## src/rtl/muldiv_unit_pkg.sv

```systemverilog
// Shared constants for the iterative multiply/divide unit.
// The control decoder uses the same op encodings.
package muldiv_unit_pkg;

    localparam logic OP_MUL = 1'b0;
    localparam logic OP_DIV = 1'b1;

    typedef enum logic [1:0] {
        ST_IDLE = 2'd0,
        ST_MUL  = 2'd1,
        ST_DIV  = 2'd2,
        ST_DONE = 2'd3
    } state_t;

endpackage

```

## src/rtl/muldiv_unit_if.sv

```systemverilog
// Request/result bundle between the CPU datapath (master) and the muldiv unit (slave).
interface muldiv_unit_if #(
    parameter int WIDTH = 8
);

    logic             start;
    logic             op;
    logic [WIDTH-1:0] a;
    logic [WIDTH-1:0] b;
    logic             busy;
    logic             done;
    logic [WIDTH-1:0] result_lo;
    logic [WIDTH-1:0] result_hi;
    logic             div_by_zero;
    logic             zero;

    modport master (
        output start, op, a, b,
        input  busy, done, result_lo, result_hi, div_by_zero, zero
    );

    modport slave (
        input  start, op, a, b,
        output busy, done, result_lo, result_hi, div_by_zero, zero
    );

endinterface

```

## src/rtl/muldiv_unit.sv

```systemverilog
// Iterative unsigned shift-add multiplier / restoring divider.
// Takes WIDTH iterations per operation; a divide by zero finishes immediately.
module muldiv_unit
    import muldiv_unit_pkg::*;
#(
    parameter int WIDTH = 8
) (
    input  logic          clk,
    input  logic          reset,
    muldiv_unit_if.slave  bus
);

    localparam int CW = $clog2(WIDTH) + 1;

    state_t           state;
    logic [CW-1:0]    cnt;
    logic [WIDTH-1:0] dvs;
    logic [WIDTH-1:0] acc;
    logic [WIDTH-1:0] lo;
    logic             busy_q;
    logic             done_q;
    logic             dbz_q;
    logic [WIDTH-1:0] res_lo;
    logic [WIDTH-1:0] res_hi;

    logic             sub;
    logic [WIDTH:0]   add_x;
    logic [WIDTH:0]   add_y;
    logic [WIDTH:0]   add_s;
    logic             fits;
    logic [WIDTH-1:0] acc_nx;
    logic [WIDTH-1:0] lo_nx;

    // One WIDTH+1-bit adder serves both the multiply accumulate and the divide trial subtraction.
    // A shifted remainder with its top bit set always exceeds the divisor.
    always_comb begin
        sub    = (state == ST_DIV);
        add_x  = sub ? {acc, lo[WIDTH-1]} : {1'b0, acc};
        add_y  = (sub || lo[0]) ? {1'b0, dvs} : '0;
        add_s  = add_x + (add_y ^ {(WIDTH+1){sub}}) + {{WIDTH{1'b0}}, sub};
        fits   = add_x[WIDTH] | ~add_s[WIDTH];
        acc_nx = add_s[WIDTH:1];
        lo_nx  = {add_s[0], lo[WIDTH-1:1]};
        if (sub) begin
            acc_nx = fits ? add_s[WIDTH-1:0] : add_x[WIDTH-1:0];
            lo_nx  = {lo[WIDTH-2:0], fits};
        end
    end

    // Working registers are separate from the result registers so results stay stable while iterating.
    always_ff @(posedge clk or posedge reset) begin
        if (reset) begin
            state  <= ST_IDLE;
            cnt    <= '0;
            dvs    <= '0;
            acc    <= '0;
            lo     <= '0;
            busy_q <= 1'b0;
            done_q <= 1'b0;
            dbz_q  <= 1'b0;
            res_lo <= '0;
            res_hi <= '0;
        end else begin
            done_q <= 1'b0;
            case (state)
                ST_IDLE: begin
                    if (bus.start) begin
                        cnt   <= CW'(WIDTH);
                        acc   <= '0;
                        dbz_q <= 1'b0;
                        if (bus.op == OP_MUL) begin
                            dvs    <= bus.a;
                            lo     <= bus.b;
                            busy_q <= 1'b1;
                            state  <= ST_MUL;
                        end else if (bus.b != '0) begin
                            dvs    <= bus.b;
                            lo     <= bus.a;
                            busy_q <= 1'b1;
                            state  <= ST_DIV;
                        end else begin
                            res_lo <= '1;
                            res_hi <= bus.a;
                            dbz_q  <= 1'b1;
                            done_q <= 1'b1;
                            state  <= ST_DONE;
                        end
                    end
                end
                ST_MUL, ST_DIV: begin
                    acc <= acc_nx;
                    lo  <= lo_nx;
                    cnt <= cnt - 1'b1;
                    if (cnt == CW'(1)) begin
                        res_hi <= acc_nx;
                        res_lo <= lo_nx;
                        busy_q <= 1'b0;
                        done_q <= 1'b1;
                        state  <= ST_DONE;
                    end
                end
                ST_DONE: state <= ST_IDLE;
                default: state <= ST_IDLE;
            endcase
        end
    end

    assign bus.busy        = busy_q;
    assign bus.done        = done_q;
    assign bus.div_by_zero = dbz_q;
    assign bus.result_lo   = res_lo;
    assign bus.result_hi   = res_hi;
    assign bus.zero        = (res_lo == '0);

endmodule
```

## src/flat_wrapper.sv

```systemverilog
// flat-port wrapper written by rule: the top's interface ports become plain ports
module muldiv_unit_flat import muldiv_unit_pkg::*;
#(
    parameter int WIDTH = 8
)
  (clk, reset, bus_start, bus_op, bus_a, bus_b, bus_busy, bus_done, bus_result_lo, bus_result_hi, bus_div_by_zero, bus_zero);
  muldiv_unit_if #(.WIDTH(WIDTH)) bus_i ();
  input  logic clk;
  input  logic reset;
  input wire logic [$bits(bus_i.start)-1:0] bus_start;
  input wire logic [$bits(bus_i.op)-1:0] bus_op;
  input wire logic [$bits(bus_i.a)-1:0] bus_a;
  input wire logic [$bits(bus_i.b)-1:0] bus_b;
  output wire logic [$bits(bus_i.busy)-1:0] bus_busy;
  output wire logic [$bits(bus_i.done)-1:0] bus_done;
  output wire logic [$bits(bus_i.result_lo)-1:0] bus_result_lo;
  output wire logic [$bits(bus_i.result_hi)-1:0] bus_result_hi;
  output wire logic [$bits(bus_i.div_by_zero)-1:0] bus_div_by_zero;
  output wire logic [$bits(bus_i.zero)-1:0] bus_zero;
  assign bus_i.start = bus_start;
  assign bus_i.op = bus_op;
  assign bus_i.a = bus_a;
  assign bus_i.b = bus_b;
  assign bus_busy = bus_i.busy;
  assign bus_done = bus_i.done;
  assign bus_result_lo = bus_i.result_lo;
  assign bus_result_hi = bus_i.result_hi;
  assign bus_div_by_zero = bus_i.div_by_zero;
  assign bus_zero = bus_i.zero;
  muldiv_unit #(.WIDTH(WIDTH)) u_core (.clk(clk), .reset(reset), .bus(bus_i));
endmodule
```

## config.mk

```make
export PLATFORM = sky130hd
export DESIGN_NAME = muldiv_unit_flat
export DESIGN_NICKNAME = d
export VERILOG_FILES = /design/src/rtl/muldiv_unit_pkg.sv /design/src/rtl/muldiv_unit_if.sv /design/src/rtl/muldiv_unit.sv /design/src/flat_wrapper.sv
export SDC_FILE = /design/constraint.sdc
export NUM_CORES = 1
export LEC_CHECK = 0
export ABC_AREA = 1
export BUFFER_PORTS_ARGS = -buffer_cell sky130_fd_sc_hd__buf_2
export CORE_AREA = 10 10 125 70
export CTS_CLUSTER_SIZE = 40
export DETAILED_ROUTE_END_ITERATION = 6
export DIE_AREA = 0 0 135 80
export MAX_ROUTING_LAYER = met4
export PLACE_DENSITY = 0.7
export SLEW_MARGIN = 20
export SYNTH_ARGS = -nofsm -noshare
export SYNTH_HDL_FRONTEND = slang
export SYNTH_SLANG_ARGS = --single-unit
```

## constraint.sdc

```tcl
create_clock -name clk -period 8.5 [get_ports clk]
set_input_delay 1.7 -clock clk [delete_from_list [all_inputs] [get_ports clk]]
set_output_delay 1.7 -clock clk [all_outputs]
set_load 0.05 [all_outputs]
```

==> run metrics, run 1 <==
synthesized cell area 3240 um2; main combinational cell family by area after synthesis compound AO/OA/AOI/OAI gates; yosys warns 0; Mapped Cells 450; via count 2995; DRC 0; P&R area growth vs syn 11.3%; Hold Crit Class register to register; Post-Syn Nets 483; crit start category primary input; min cycle time layout 3.53 ns; xor/xnor cell area share of the yosys netlist 0.0108; Die Area 10800 um2; Initial Util 0.495; ranking of synthesized cells by area dfrtp_1, nand2_1, o21ai_0; core area 6540 um2; gpl congestion 0.926; Post-synth ARST share 1.00; clock slew at reported path FFs 0.06 ns; Fmax 283 MHz; grt total ovfl 0; final setup fails 0; Hold Crit Start u_core.cnt[3]$_DFFE_PP0P_; Worst R2R Start u_core.state[0]$_DFFE_PP0P_; CTS root buf clkbuf_16; row count 21; Max Root-Sink Buffers 2; Setup CP Type primary input to register; register area share after synthesis 0.379; adder-cell share of the synthesized area 0.0526; Main synth FF type dfrtp_1; initial antenna violation count 0; Min-Delay Endpoint u_core.cnt[3]$_DFFE_PP0P_; Tcrit/Tclk final 0.416; Post-Synth Simple-Gate Area 0.217; Sum Neg Setup Slack 0 ns; first-pass GRT wire length 13600 um; max_cap viols 0; Synth Area in Compound Gates 0.232; Post-DRT Antenna Nets 0; Die Y 80 um; Data arrival, critical path 3.71 ns; io pins 40; hold path depth 2; Yosys top cell by area dfrtp_1; cts hold-fix bufs 0; Clk Latency, worst-skew pair 0.29 ns; Setup Fix Bufs, Post-CTS 0; RSZ-0062 raised after global routing no; fin worst setup slack 4.97 ns; drt first pass iters 5; CTS tree built; Reg2Reg Setup Slack 5.12 ns; worst rel slew slack 0.408; run status completed; vias in the first global route 2774; Critical Path RT 8.68 ns; CTS sink cnt 49; pre-CTS WS 4.66 ns; Crit. End Element register; Synth top area share 0.379; synthesis-stage register bit count 49; H-tree depth 2; largest net degree at the start of global routing 50; Detailed Route Iter0 Violations 259; Setup Skew 0.00514 ns; final WL 8280 um; CTS Buf Count 5; share of layout cells above drive strength 1 0.157; Avg WL per Cell 14.5 um; Die Wd 135 um; Vias per Instance 5.25; FF-to-FF End u_core.lo[0]$_DFFE_PP0P_; syn_area_per_cell 7.19 um2; highest net fanout along the worst path 22; # diodes 0; Final HPWL DP 6210 um; number of synthesized flops with an enable pin 0; Slew Limit Fails 0; all-layer global routing usage 0.156; mux cell area share after synthesis 0; Worst Tran Pin Value 0.885 ns; Port Buffers 39; Yosys cell types 33; Hold Vio Cnt, Final 0; worst r2r path cells 15; layout net count 511; post-CTS sizing 0
[state kept, by name (all words and copies together), names as in the netlist]
name / flops
u_core.acc: 8
u_core.bus.result_hi: 8
u_core.bus.result_lo: 8
u_core.dvs: 8
u_core.lo: 8
u_core.cnt: 4
u_core.state: 2
u_core.bus.busy: 1
u_core.bus.div_by_zero: 1
u_core.bus.done: 1
[cells in the mapped netlist (2+ instances only)]
library cell	instances
dfrtp_1	49
buf_2	7
nor2_2	2
clkbuf_1	8
a21oi_2	2
xnor2_1	3
nand2_2	7
ha_1	12
nand4_1	2
o21ai_0	52
a21oi_1	32
nand3_1	18
o21ai_1	16
nor3_1	3
a31oi_1	2
o22ai_1	4
inv_1	62
buf_4	4
a211oi_1	6
o21ai_2	5
nand2_4	3
o211ai_1	11
nor2_1	32
inv_2	6
nand2_1	94
[worst max path at each step]
stage | start | end | slack, ns
3_3_place_gp | bus_start | u_core.bus.result_hi[6]$_DFFE_PP0P_ | 4.73
4_1_cts | bus_start | u_core.bus.result_hi[0]$_DFFE_PP0P_ | 4.97
3_5_place_dp | bus_start | u_core.bus.result_hi[0]$_DFFE_PP0P_ | 4.66
6_report | bus_start | u_core.bus.result_hi[5]$_DFFE_PP0P_ | 4.97
2_1_floorplan | u_core.bus.result_lo[4]$_DFFE_PP0P_ | bus_zero | 5.21
5_1_grt | u_core.state[0]$_DFFE_PP0P_ | u_core.lo[0]$_DFFE_PP0P_ | 4.79
[cell families after synthesis]
group / Yosys count
flip-flops: 49
adder cells (fa/ha/maj): 13
buffers and inverters: 87
AND/OR/NAND/NOR: 164
AO/OA/AOI/OAI: 133
XOR/XNOR: 4
[worst max-delay path: stages]
cell	delay (ns)
buf_2	0.11
inv_1	0.09
nand2_1	0.06
nand2_1	0.55
nor2_1	0.11
nand2_1	0.50
inv_1	0.34
nor2_1	0.18
nor2_1	0.06
[final cells by class]
cell class | count | area [um2]
fill | 638 | 2940
clock buffer | 6 | 129
clock inverter | 2 | 13.8
inverter | 68 | 256
timing repair buffer | 40 | 203
tap | 92 | 115
sequential | 49 | 1230
multi-input combinational | 314 | 1660
[cells in the final DEF (no fill, tap or decap), drive strengths merged, types with 4 or more instances in the layout]
cell type and instances:
o22ai 4, o211ai 11, inv 68, nand3 19, a211oi 6, clkbuf 6
dfrtp 49, nor2 34, ha 12, a21oi 34, buf 40, nand2 104
o21ai 73
[layer usage]
layer,track usage,share of wire,vias to the layer above
met3,0.0207,0.038,8
met2,0.245,0.46,74
met4,0.0267,0.0066,0
met1,0.213,0.50,1383
met5,-,0,-
li1,-,-,1530
[metrics by stage]
stage | instances | util | instance area [um2] | hold WS (ns)
after floorplan | 450 | - | 3240 | 0.452
after global placement | 563 | 0.529 | 3460 | 0.465
after detailed placement | 563 | 0.529 | 3460 | 0.476
after CTS | 571 | 0.551 | 3600 | 0.490
after global routing | 571 | 0.551 | 3600 | 0.542
final | 571 | 0.551 | 3600 | 0.487
Power of run 1 is left out: the tool's default activity adds up to more than one toggle a clock period on the data nets, which glitch-free logic cannot reach.
==> run 2, diff against run 1 <==
--- a/config.mk
+++ b/config.mk
@@ -12,7 +12,7 @@
 export DETAILED_ROUTE_END_ITERATION = 6
 export DIE_AREA = 0 0 135 80
 export MAX_ROUTING_LAYER = met4
-export PLACE_DENSITY = 0.7
+export PLACE_DENSITY = 0.72
 export SLEW_MARGIN = 20
 export SYNTH_ARGS = -nofsm -noshare
 export SYNTH_HDL_FRONTEND = slang
==> constraint.sdc (replaced) <==
create_clock -name clk -period 2.9 [get_ports clk]
set_input_delay 0.58 -clock clk [delete_from_list [all_inputs] [get_ports clk]]
set_output_delay 0.58 -clock clk [all_outputs]
set_load 0.05 [all_outputs]
==> run 2 against run 1 <==
Against the previous run:
- die area stayed put
- clock-buffer cell count is 1 lower
- first-iteration DRC count is 28% lower
- clock skew is 0.0015 ns lower
- hold slack worse by 0.040 ns
- cell count is 1.8% higher
- highest routed layer unchanged
- register-to-register slack worse by 4.9 ns
- non-clock buffer count is 10 higher
==> run metrics, run 2 (synthesis results as in run 1) <==
Setup Skew 0.00367 ns; Sum Neg Setup Slack 0 ns; via count 3042; Data arrival, critical path 2.84 ns; Max stage delay on crit path 0.42 ns; P&R area growth vs syn 17.0%; layout net count 521; cts hold-fix bufs 0; Worst R2R Start u_core.state[0]$_DFFE_PP0P_; Reg2Reg Setup Slack 0.19 ns; Critical-path top delay cell ha_1; Vias per Instance 5.24; final setup fails 0; Clk Latency, worst-skew pair 0.29 ns; run status completed; Fmax 369 MHz; crit start category register; worst r2r path cells 14; worst hold slack 0.447 ns; max_cap viols 0; RSZ-0062 raised after global routing no; min cycle time layout 2.71 ns; H-tree depth 2; post-placement cell count 571; Die Wd 135 um; Die Y 80 um; final WL 8630 um; Slew Limit Fails 0; commonest non-fill, non-tap cell in the layout nand2_1; row count 21; worst rel slew slack 0.334; most frequent cells in the layout nand2_1, inv_1, o21ai_0, dfrtp_1, buf_2; Port Buffers 39; Die Area 10800 um2; gpl congestion 0.945; most used cell, CP nand2_2; CTS tree built; Setup CP Type register to register; grt total ovfl 0; Post-DRT Antenna Nets 0; vias in the first global route 2917; Avg WL per Cell 14.8 um; Tcrit/Tclk final 0.935; Hold Vio Cnt, Final 0; largest net degree at the start of global routing 50; fin cells 581; clock slew at reported path FFs 0.07 ns; Final HPWL DP 6410 um; initial antenna violation count 0; Hold Crit Class primary input to asynchronous set/reset pin; all-layer global routing usage 0.167; crit-path cells inv_1 -> ha_4 -> buf_12 -> o21ai_0 -> ha_1 -> nand2_2 -> o21ai_4 -> nand2_2 -> nand3_1 -> nand2_4 -> nand2_2 -> o211ai_1 -> o211ai_1 -> o21ai_0; # diodes 0; first-pass GRT wire length 14300 um; DRC 0; start point of the critical path u_core.state[0]$_DFFE_PP0P_; io pins 40; Crit. End Element register; Initial Util 0.495; core area 6540 um2; Detailed Route Iter0 Violations 187; CTS sink cnt 49; Critical Path RT 3.03 ns; Worst Tran Pin Value 0.996 ns; Max Root-Sink Buffers 2; highest net fanout along the worst path 27; FF-to-FF End u_core.lo[0]$_DFFE_PP0P_; drt first pass iters 6; CTS Buf Count 5; CTS root buf clkbuf_16; share of layout cells above drive strength 1 0.190
run 2: cell types whose count changed in the layout (fill, tap and decap cells not counted), sizes merged:
cell / change
clkbuf: -1
clkinv: -1
buf: +10
bufinv: +2
run 2: per-layer routing:
layer / vias up / wire length (um) / global-route usage
met5: - / 0 / -
met3: 10 / 309 / 0.0245
met2: 68 / 3920 / 0.253
met4: 0 / 79 / 0.0374
met1: 1414 / 4320 / 0.229
li1: 1550 / - / -
run 2: stage by stage:
stage | utilization | cell area [um2] | worst slack (ns)
2_1_floorplan | - | 3240 | 0.0559
3_3_place_gp | 0.540 | 3530 | 0.119
3_5_place_dp | 0.540 | 3530 | -0.0294
4_1_cts | 0.569 | 3720 | 0.0338
5_1_grt | 0.579 | 3790 | 0.0166
6_report | 0.579 | 3790 | 0.188
run 2: worst max path at each step:
stage,to,slack (ns)
floorplan,u_core.bus.result_hi[5]$_DFFE_PP0P_,0.06
global placement,u_core.lo[0]$_DFFE_PP0P_,0.12
detailed placement,u_core.lo[0]$_DFFE_PP0P_,-0.03
CTS,u_core.lo[0]$_DFFE_PP0P_,0.03
global route,u_core.lo[0]$_DFFE_PP0P_,0.02
finish,u_core.lo[0]$_DFFE_PP0P_,0.19
run 2: layout make-up:
class | instances | area [um2]
fill | 615 | 2750
inverter | 68 | 258
multi-input combinational | 314 | 1710
sequential | 49 | 1230
tap | 92 | 115
timing repair buffer | 50 | 290
clock inverter | 3 | 65.1
clock buffer | 5 | 125
run 2: critical path, delay by kind of cell, from the launching register on:
family | cells | cell delay (ns)
flops | 1 | 0.38
simple gates | 5 | 0.54
fa+ha+maj | 2 | 0.62
buf+inv | 2 | 0.31
compound gates | 5 | 0.70
run 2: repair_timing:
action | CTS | global route
cloned | 0 | 0
setup endpoints to repair | 3 | 18
pin swaps | 0 | 2
gates resized for setup | 2 | 12
buffers inserted | 0 | 2
Power of run 2 is left out for the same reason.
